`config.mk`:
```
export PLATFORM = sky130hd
export DESIGN_NAME = sht40_meas_ctrl
export DESIGN_NICKNAME = d
export VERILOG_FILES = /design/src/rtl/sht40_pkg.sv /design/src/rtl/sht40_crc8.sv /design/src/rtl/sht40_meas_ctrl.sv
export SDC_FILE = /design/constraint.sdc
export NUM_CORES = 1
export LEC_CHECK = 0
export BUFFER_PORTS_ARGS = -buffer_cell sky130_fd_sc_hd__buf_2
export CAP_MARGIN = 20
export CELL_PAD_IN_SITES_DETAIL_PLACEMENT = 0
export CELL_PAD_IN_SITES_GLOBAL_PLACEMENT = 2
export CORE_ASPECT_RATIO = 2
export CORE_MARGIN = 2
export CORE_UTILIZATION = 40
export DETAILED_ROUTE_END_ITERATION = 10
export PLACE_DENSITY_LB_ADDON = 0.1
export SLEW_MARGIN = 25
export SYNTH_ARGS = -nofsm -noshare
export SYNTH_HDL_FRONTEND = slang
export SYNTH_SLANG_ARGS = --single-unit
export TNS_END_PERCENT = 30
```
`constraint.sdc`:
```
create_clock -name clk -period 3.95 [get_ports clk]
set_clock_uncertainty 0.1 [all_clocks]
set_input_delay 0.5925 -clock clk [delete_from_list [all_inputs] [get_ports clk]]
set_output_delay 0.5925 -clock clk [all_outputs]
set_load 0.1 [all_outputs]
```
`src/rtl/sht40_pkg.sv`:
```
// sht40_pkg: shared op codes, FSM states and constants for the SHT40 measurement controller
package sht40_pkg;

    typedef enum logic [2:0] {
        OP_START_WRITE = 3'd0,
        OP_START_READ  = 3'd1,
        OP_WRITE       = 3'd2,
        OP_READ_ACK    = 3'd3,
        OP_READ_NACK   = 3'd4,
        OP_STOP        = 3'd5
    } op_e;

    localparam logic [3:0] ST_IDLE   = 4'd0;
    localparam logic [3:0] ST_W_ADDR = 4'd1;
    localparam logic [3:0] ST_W_CMD  = 4'd2;
    localparam logic [3:0] ST_W_STOP = 4'd3;
    localparam logic [3:0] ST_WAIT   = 4'd4;
    localparam logic [3:0] ST_R_ADDR = 4'd5;
    localparam logic [3:0] ST_R_BYTE = 4'd6;
    localparam logic [3:0] ST_R_STOP = 4'd7;
    localparam logic [3:0] ST_CHECK  = 4'd8;
    localparam logic [3:0] ST_ABORT  = 4'd9;

    localparam logic [7:0] CRC_POLY = 8'h31;
    localparam logic [7:0] CRC_INIT = 8'hFF;

    localparam logic [6:0] DEF_I2C_ADDR = 7'h44;
    localparam logic [7:0] DEF_MEAS_CMD = 8'hFD;

endpackage

```
`src/rtl/sht40_crc8.sv`:
```
// sht40_crc8: combinational CRC-8 (poly 0x31, init 0xFF, MSB first) over one 16-bit word
module sht40_crc8
    import sht40_pkg::*;
(
    input  logic [15:0] data_i,
    output logic [7:0]  crc_o
);

    // shift the word through the LFSR one bit at a time, MSB first
    always_comb begin
        crc_o = CRC_INIT;
        for (int i = 15; i >= 0; i--)
            crc_o = (crc_o[7] ^ data_i[i]) ? ({crc_o[6:0], 1'b0} ^ CRC_POLY) : {crc_o[6:0], 1'b0};
    end

endmodule

```
`src/rtl/sht40_meas_ctrl.sv`:
```
// sht40_meas_ctrl: sequences one SHT40 measure/wait/read transaction over the I2C byte engine
module sht40_meas_ctrl
    import sht40_pkg::*;
#(
    parameter logic [6:0] I2C_ADDR    = DEF_I2C_ADDR,
    parameter logic [7:0] MEAS_CMD    = DEF_MEAS_CMD,
    parameter int         WAIT_CYCLES = 1000000,
    parameter int         CNT_W       = 20
) (
    input  logic        clk,
    input  logic        rst_n,
    input  logic        start,
    output logic        busy,
    output logic        done,
    output logic [15:0] temp_raw,
    output logic [15:0] hum_raw,
    output logic        crc_err,
    output logic        nack_err,
    output logic        cmd_valid,
    input  logic        cmd_ready,
    output logic [2:0]  cmd_op,
    output logic [7:0]  cmd_data,
    input  logic        rsp_valid,
    input  logic [7:0]  rsp_data,
    input  logic        rsp_nack
);

    localparam logic [CNT_W-1:0] CNT_LAST = CNT_W'(WAIT_CYCLES - 1);
    localparam logic [CNT_W-1:0] CNT_ONE  = CNT_W'(1);

    logic [3:0]       state_q, state_d;
    logic             issued_q, issued_d;
    logic [CNT_W-1:0] cnt_q, cnt_d;
    logic [2:0]       idx_q, idx_d;
    logic [7:0]       rx_q [6];
    logic [7:0]       rx_d [6];
    logic [15:0]      temp_q, temp_d, hum_q, hum_d;
    logic             crc_err_q, crc_err_d, nack_err_q, nack_err_d;
    logic             busy_q, busy_d, done_q, done_d;
    logic             cmd_active, rsp_ok;
    logic [7:0]       crc_temp, crc_hum;
    op_e              op;

    sht40_crc8 u_crc_temp (.data_i({rx_q[0], rx_q[1]}), .crc_o(crc_temp));
    sht40_crc8 u_crc_hum  (.data_i({rx_q[3], rx_q[4]}), .crc_o(crc_hum));

    // a command state first presents its command, then waits for the engine's single response
    always_comb begin
        cmd_active = state_q == ST_W_ADDR || state_q == ST_W_CMD || state_q == ST_W_STOP ||
                     state_q == ST_R_ADDR || state_q == ST_R_BYTE || state_q == ST_R_STOP ||
                     state_q == ST_ABORT;
        rsp_ok     = cmd_active && issued_q && rsp_valid;
        op         = !cmd_active            ? OP_START_WRITE :
                     state_q == ST_W_ADDR   ? OP_START_WRITE :
                     state_q == ST_W_CMD    ? OP_WRITE :
                     state_q == ST_R_ADDR   ? OP_START_READ :
                     state_q == ST_R_BYTE   ? (idx_q == 3'd5 ? OP_READ_NACK : OP_READ_ACK) :
                                              OP_STOP;
        cmd_data   = state_q == ST_W_ADDR ? {I2C_ADDR, 1'b0} :
                     state_q == ST_W_CMD  ? MEAS_CMD :
                     state_q == ST_R_ADDR ? {I2C_ADDR, 1'b1} : 8'h00;
    end

    assign cmd_valid = cmd_active && !issued_q;
    assign cmd_op    = op;
    assign busy      = busy_q;
    assign done      = done_q;
    assign temp_raw  = temp_q;
    assign hum_raw   = hum_q;
    assign crc_err   = crc_err_q;
    assign nack_err  = nack_err_q;

    // transaction sequencing, byte capture and result/flag update
    always_comb begin
        state_d    = state_q;
        issued_d   = issued_q;
        cnt_d      = cnt_q;
        idx_d      = idx_q;
        rx_d       = rx_q;
        temp_d     = temp_q;
        hum_d      = hum_q;
        crc_err_d  = crc_err_q;
        nack_err_d = nack_err_q;
        busy_d     = busy_q;
        done_d     = 1'b0;
        if (cmd_valid && cmd_ready) issued_d = 1'b1;
        if (rsp_ok) issued_d = 1'b0;
        case (state_q)
            ST_IDLE: if (start) begin
                state_d    = ST_W_ADDR;
                busy_d     = 1'b1;
                crc_err_d  = 1'b0;
                nack_err_d = 1'b0;
            end
            ST_W_ADDR: if (rsp_ok) state_d = rsp_nack ? ST_ABORT : ST_W_CMD;
            ST_W_CMD:  if (rsp_ok) state_d = rsp_nack ? ST_ABORT : ST_W_STOP;
            ST_W_STOP: if (rsp_ok) begin
                state_d = ST_WAIT;
                cnt_d   = '0;
            end
            ST_WAIT: if (cnt_q == CNT_LAST) state_d = ST_R_ADDR;
                     else cnt_d = cnt_q + CNT_ONE;
            ST_R_ADDR: if (rsp_ok) begin
                state_d = rsp_nack ? ST_ABORT : ST_R_BYTE;
                idx_d   = 3'd0;
            end
            ST_R_BYTE: if (rsp_ok) begin
                rx_d[idx_q] = rsp_data;
                if (idx_q == 3'd5) state_d = ST_R_STOP;
                else idx_d = idx_q + 3'd1;
            end
            ST_R_STOP: if (rsp_ok) state_d = ST_CHECK;
            ST_CHECK: begin
                state_d = ST_IDLE;
                done_d  = 1'b1;
                busy_d  = 1'b0;
                if (crc_temp == rx_q[2] && crc_hum == rx_q[5]) begin
                    temp_d = {rx_q[0], rx_q[1]};
                    hum_d  = {rx_q[3], rx_q[4]};
                end else crc_err_d = 1'b1;
            end
            ST_ABORT: if (rsp_ok) begin
                state_d    = ST_IDLE;
                done_d     = 1'b1;
                busy_d     = 1'b0;
                nack_err_d = 1'b1;
            end
            default: state_d = ST_IDLE;
        endcase
    end

    // state registers, cleared asynchronously so cmd_valid drops as soon as rst_n falls
    always_ff @(posedge clk or negedge rst_n) begin
        if (!rst_n) begin
            state_q    <= ST_IDLE;
            issued_q   <= 1'b0;
            cnt_q      <= '0;
            idx_q      <= 3'd0;
            rx_q       <= '{default: 8'h00};
            temp_q     <= 16'h0000;
            hum_q      <= 16'h0000;
            crc_err_q  <= 1'b0;
            nack_err_q <= 1'b0;
            busy_q     <= 1'b0;
            done_q     <= 1'b0;
        end else begin
            state_q    <= state_d;
            issued_q   <= issued_d;
            cnt_q      <= cnt_d;
            idx_q      <= idx_d;
            rx_q       <= rx_d;
            temp_q     <= temp_d;
            hum_q      <= hum_d;
            crc_err_q  <= crc_err_d;
            nack_err_q <= nack_err_d;
            busy_q     <= busy_d;
            done_q     <= done_d;
        end
    end

endmodule

```
Yosys cells after proc, flatten, opt, wreduce, memory -nomap -nowiden
Cells that the tools add are included.
Widths: inputs -> output; s select.
{"block": "op_classes", "n_addsub": 2, "n_lt_le_gt_ge": 2, "eq_ne": 26, "mux": 77, "n_bitwise": 61, "reduce_logical": 28}
{"op": "$mux 6", "n": 32}
{"op": "$not 3->3", "n": 30}
{"op": "$mux 4", "n": 13}
{"op": "$bwmux 48", "n": 1}
{"op": "$mux 20", "n": 2}
{"op": "$pmux 20 s2", "n": 1}
{"op": "$pmux 4 s9", "n": 1}
{"op": "$mux 8", "n": 4}
{"op": "$mux 3", "n": 9}
{"op": "$xor 1x1->1", "n": 26}
{"op": "$demux 8 s3", "n": 1}
{"op": "$ne 2x2->1 const B", "n": 12}
{"op": "$add 20x1->20 const B", "n": 1}
{"op": "$eq 20x20->1 const B", "n": 1}
{"op": "$eq 4x3->1 const B", "n": 4}
{"op": "$eq 8x8->1", "n": 2}
{"op": "$reduce_and 3->1", "n": 4}
{"op": "$reduce_and 10->1", "n": 1}
{"op": "$reduce_bool 2->1", "n": 5}
{"op": "$eq 4x2->1 const B", "n": 2}
{"op": "$eq 4x4->1 const B", "n": 2}
{"op": "$mux 1", "n": 8}
{"op": "$logic_and 1x1->1", "n": 6}
{"op": "$logic_or 1x1->1", "n": 6}
{"op": "other kinds (16)", "n": 22}
{"block": "totals", "ff_bits": 112, "in_bits": 14, "output_inout_bits": 48, "word_cells": 212}

Logic depth before layout (Yosys ltp)
{"block": "logic_depth", "ltp_word": 35, "mapped_depth": 11, "mapped_depth_nobuf": 8}

By module
Synthesis repeated with hierarchy kept, for this count alone.
{"block": "unflattened", "hier_cells": 496, "hier_area_um2": 6068.3}
{"module": "sht40_meas_ctrl", "instances": 1, "cells_per_inst": 428, "area_each_um2": 5257.5}
{"module": "sht40_crc8", "instances": 2, "cells_per_inst": 34, "area_each_um2": 405.4}

Least setup slack after synthesis
OpenSTA, ideal clock, no wires.
{"block": "synth_timing", "path_type": "register -> output", "from": "register state_q[3]", "to": "output cmd_op[1]", "t_arrival_ps": 3586, "required_ps": 3257, "path_slack_ps": -328, "stages_incl_launch_ff": 4, "path_buffers": 1, "path_cell_list": "dfrtp_1 -> clkbuf_1 -> nor3_1 -> or2_2"}
{"block": "synth_via", "elab_chain_cells": 8, "word_cells_on_any_way": 18, "cone_classes": "eq/ne: 7; mux: 5; reduce/logical: 6"}
{"element": "from (decl)", "line": "sht40_meas_ctrl.sv:31", "text": "logic [3:0] state_q, state_d;"}
{"element": "from (signal assigned)", "line": "sht40_meas_ctrl.sv:147", "text": "state_q <= state_d;"}
{"element": "branches (longest 7 deep; another with $eq 4x3->1)"}
{"element": "$mux 3 *", "line": "sht40_meas_ctrl.sv:53", "text": "op = !cmd_active ? OP_START_WRITE :"}
{"element": "to (decl)", "line": "sht40_meas_ctrl.sv:21", "text": "output logic [2:0] cmd_op,"}
Mark *: on every way between the ends.

Worst setup path after layout
{"block": "layout_timing", "from": "register rx_q[20] (netlist name)", "to": "register hum_q[11] (netlist: hum_raw[11])"}
{"block": "layout_via", "elab_chain_cells": 19, "word_cells_on_any_way": 35, "cone_classes": "eq/ne: 1; mux: 13; bitwise: 19; reduce/logical: 2"}
{"element": "from (decl)", "line": "sht40_meas_ctrl.sv:35", "text": "logic [7:0] rx_q [6];"}
{"element": "from (signal assigned)", "line": "sht40_meas_ctrl.sv:151", "text": "rx_q <= rx_d;"}
{"element": "$xor 1x1->1 *", "line": "sht40_crc8.sv:13", "text": "crc_o = (crc_o[7] ^ data_i[i]) ? ({crc_o[6:0], 1'b0} ^ CRC_POLY) : {crc_o[6:0], 1'b0};"}
{"element": "$mux 6 *", "line": "sht40_crc8.sv:13"}
{"element": "$mux 6 (3 in a row)", "line": "sht40_crc8.sv:13"}
{"element": "$not 3->3 (no line)"}
{"element": "$mux 6", "line": "sht40_crc8.sv:13"}
{"element": "$not 3->3 (no line)"}
{"element": "$mux 6", "line": "sht40_crc8.sv:13"}
{"element": "$xor 1x1->1", "line": "sht40_crc8.sv:13"}
{"element": "$mux 6 (4 in a row)", "line": "sht40_crc8.sv:13"}
{"element": "$not 3->3 (no line)"}
{"element": "$mux 6", "line": "sht40_crc8.sv:13"}
{"element": "$eq 8x8->1 *", "line": "sht40_meas_ctrl.sv:117", "text": "if (crc_temp == rx_q[2] && crc_hum == rx_q[5]) begin"}
{"element": "$logic_and 1x1->1 *", "line": "sht40_meas_ctrl.sv:117"}
{"element": "$reduce_and 2->1 (no line) *"}
{"element": "to (signal assigned)", "line": "sht40_meas_ctrl.sv:153", "text": "hum_q <= hum_d;"}
{"element": "to (decl)", "line": "sht40_meas_ctrl.sv:37", "text": "logic [15:0] temp_q, temp_d, hum_q, hum_d;"}
Mark *: on every way between the ends. The rest lies on a longest branch, timed or not.
A chain may end at the register's enable or synchronous reset.

==> impl_metrics.env <==
export IMPL_syn_nets=496
export IMPL_worstPathCellList="xnor3_1 -> xnor2_2 -> xor2_2 -> xnor3_1 -> and3_2 -> o221ai_2 -> or2_2 -> buf_4 -> mux2_4"
export IMPL_outcome="completed"
export IMPL_worstMarginPinSlew_ns=0.8708
export IMPL_synth_seq_cells=112
export IMPL_avgSynthCellArea_um2=12.35
export IMPL_clock_fmax_mhz=290.7
export IMPL_worstSetupStartpointType="flop"
export IMPL_grt_first_pass_wirelength_um=22430
export IMPL_path_class="reg -> reg"
export IMPL_yosys_top_cells_area="dfrtp_1 47%, mux2_2 9.7%, mux2_4 7.4%, xnor2_1 7.0%, xnor3_1 3.4%"
export IMPL_syn_to_final_growth_pct=12.48
export IMPL_drt_vias_per_instance=5.146
export IMPL_seq_area_frac_synth_pct=47.37
export IMPL_rsz0062_at_grt="no"
export IMPL_final_nets=553
export IMPL_antenna_found_initial=0
export IMPL_crit_top_cell="xnor3_1"
export IMPL_hold_violations=0
export IMPL_start_util_pct=41.01
export IMPL_layout_cells_non_filler=733
export IMPL_drtIter0Drc=128
export IMPL_finalCriticalPeriod_ns=3.440
export IMPL_dp_cells=717
export IMPL_slowest_stage="xnor3_1"
export IMPL_core_area_mm2=0.01443
export IMPL_place_gp_congestion=0.7794
export IMPL_grt_max_degree=64
export IMPL_io_buffers=60
export IMPL_stdcell_area_mm2=0.006655
export IMPL_hold_ws_ns=0.2633
export IMPL_fill_cells=1414
export IMPL_yosysUniqueCellTypes=60
export IMPL_clock_latency_ns=0.35
export IMPL_hold_path_class="in -> async"
export IMPL_slew_violations=0
export IMPL_dr_pass1_iters=4
export IMPL_track_usage_pct=18.18
export IMPL_die_w_um=90
export IMPL_powerDensity_mw_per_mm2=311.3
export IMPL_layout_common_cells="112 x dfrtp_1, 59 x buf_2, 51 x mux2_2"
export IMPL_synth_top_area_share_pct=47.37
export IMPL_cts_tree="done"
export IMPL_max_slew_margin_pct=41.95
export IMPL_yosys_warnings=0
export IMPL_leakage_nw=3.387
export IMPL_diodes=0
export IMPL_cts_buffer_depth=2
export IMPL_cp_num_buf_inv=1
export IMPL_post_cts_buffers=0
export IMPL_syn_inst=479
export IMPL_die_area_mm2=0.01584
export IMPL_grt_pass1_vias=3968
export IMPL_rows=62
export IMPL_cts_clk_slew_worst_paths_ns=0.08
export IMPL_postCtsResizedCells=0
export IMPL_setup_viol=0
export IMPL_required_ns=4.09
export IMPL_cts_hold_buf=0
export IMPL_fin_crit_sh_pct=87.08
export IMPL_pin_count=62
export IMPL_synth_edf_count=0
export IMPL_grt_ovfl_total=0
export IMPL_slowest_delay_ns=0.51
export IMPL_critPathCaptureType="flop"
export IMPL_syn_area_mm2=0.005917
export IMPL_drc=0
export IMPL_drv_cap=0
export IMPL_h_tree_depth=3
export IMPL_cp_arrival_ns=3.58
export IMPL_root_buffer="clkbuf_16"
export IMPL_crit_fanout=13
export IMPL_ant_nets=0
export IMPL_final_common_cell="dfrtp_1"
export IMPL_peakVddDrop_v=0.0002762
export IMPL_vias=3772
export IMPL_die_h_um=176
export IMPL_finalWirelength_um=13810
export IMPL_ys_flop_type="dfrtp_1"
export IMPL_yosysTopAreaCell="dfrtp_1"
export IMPL_wl_per_cell_um=18.83
export IMPL_fin_setup_tns_ns=0
export IMPL_layout_drive_gt1_share_pct=34.01
export IMPL_post_dp_hpwl_um=10180
export IMPL_critical_path_top_delay_family="XOR/XNOR gates"
export IMPL_clock_sinks=112
export IMPL_cts_buffers=9
export IMPL_async_flop_share_pct=100.0
export IMPL_place_area_mm2=0.006375
kinds of logic (layout without fill, tap and decap cells):
family | count (synthesis) | count (layout) | synth area share, %
simple gates | 119 | 119 | 10.87
flops | 112 | 112 | 47.37
mux | 81 | 81 | 17.23
xor+xnor | 78 | 78 | 15.08
compound gates | 56 | 56 | 5.625
buf+inv | 29 | 91 | 3.130
fa+ha+maj | 3 | 3 | 0.6345
other cells | 1 | 1 | 0.06338
final cells by class:
type / instances / area (um^2) / share of cell area [%]
multi-input cells: 338 / 2934 / 44.09
clock buffers: 10 / 229.0 / 3.441
clock inverters: 6 / 51.30 / 0.7708
inverters: 8 / 30.03 / 0.4512
repair buffers: 67 / 367.9 / 5.527
well taps: 192 / 240.2 / 3.610
flip-flops and latches: 112 / 2803 / 42.11
where the power goes:
| group | leakage [nW] | internal (W) | switching, W |
|---|---|---|---|
| combinational | 1.72 | 0.00000678 | 0.0000413 |
| clock | 0.139 | 0.000438 | 0.000440 |
| sequential | 1.52 | 0.00115 | 0 |
| total | 3.39 | 0.00159 | 0.000481 |
cells in the mapped netlist (all sizes together) (2+ instances only):
cell	count
nand4	4
xnor2	50
xor2	16
a21oi	16
nor2b	3
a211oi	2
nor3	9
dfrtp	112
nand2	27
or2	6
clkbuf	10
inv	8
o21ai	25
xnor3	11
or3	8
or4	3
nand2b	5
mux2	80
or4bb	2
ha	3
nand3	10
buf	11
nand3b	2
nor2	26
and3	9
through the flow:
step	total power [W]	worst slack, ns	utilization [%]
finish	0.002071	0.5104	46.12
global route	0.002155	0.3309	46.12
CTS	0.002115	0.4499	46.12
detailed placement	0.001219	0.4473	44.18
global placement	0.001218	0.5270	44.18
floorplan	0.001174	0.4415	-
per-layer routing:
layer | global-route usage, % | part of all wire (%) | vias up
met5 | 0 | 0 | -
met4 | 5.513 | 1.8 | 0
met3 | 2.689 | 1.8 | 13
met2 | 34.56 | 57 | 48
met1 | 20.83 | 40 | 1920
li1 | - | - | 1791
flip-flops by register name, summed over array words and instances (netlist names):
register	count
busy	1
idx_q	3
state_q	4
crc_err	1
hum_raw	16
rx_q	48
cnt_q	20
issued_q	1
nack_err	1
temp_raw	16
done	1
worst paths after layout:
check                            from          end  slack (ns)  cells past startpoint
hold reg to reg            hum_raw[4]   hum_raw[4]        0.41                      1
min in group clk            cmd_ready     issued_q        0.40                      3
max in group asynchronous       rst_n     rx_q[34]        2.61                      2
setup / recovery             rx_q[20]  hum_raw[11]        0.51                      9
hold / removal                  rst_n    cnt_q[10]        0.26                      1
setup reg to reg             rx_q[20]  hum_raw[11]        0.51                      9
Power figures use the tool's default switching activity.
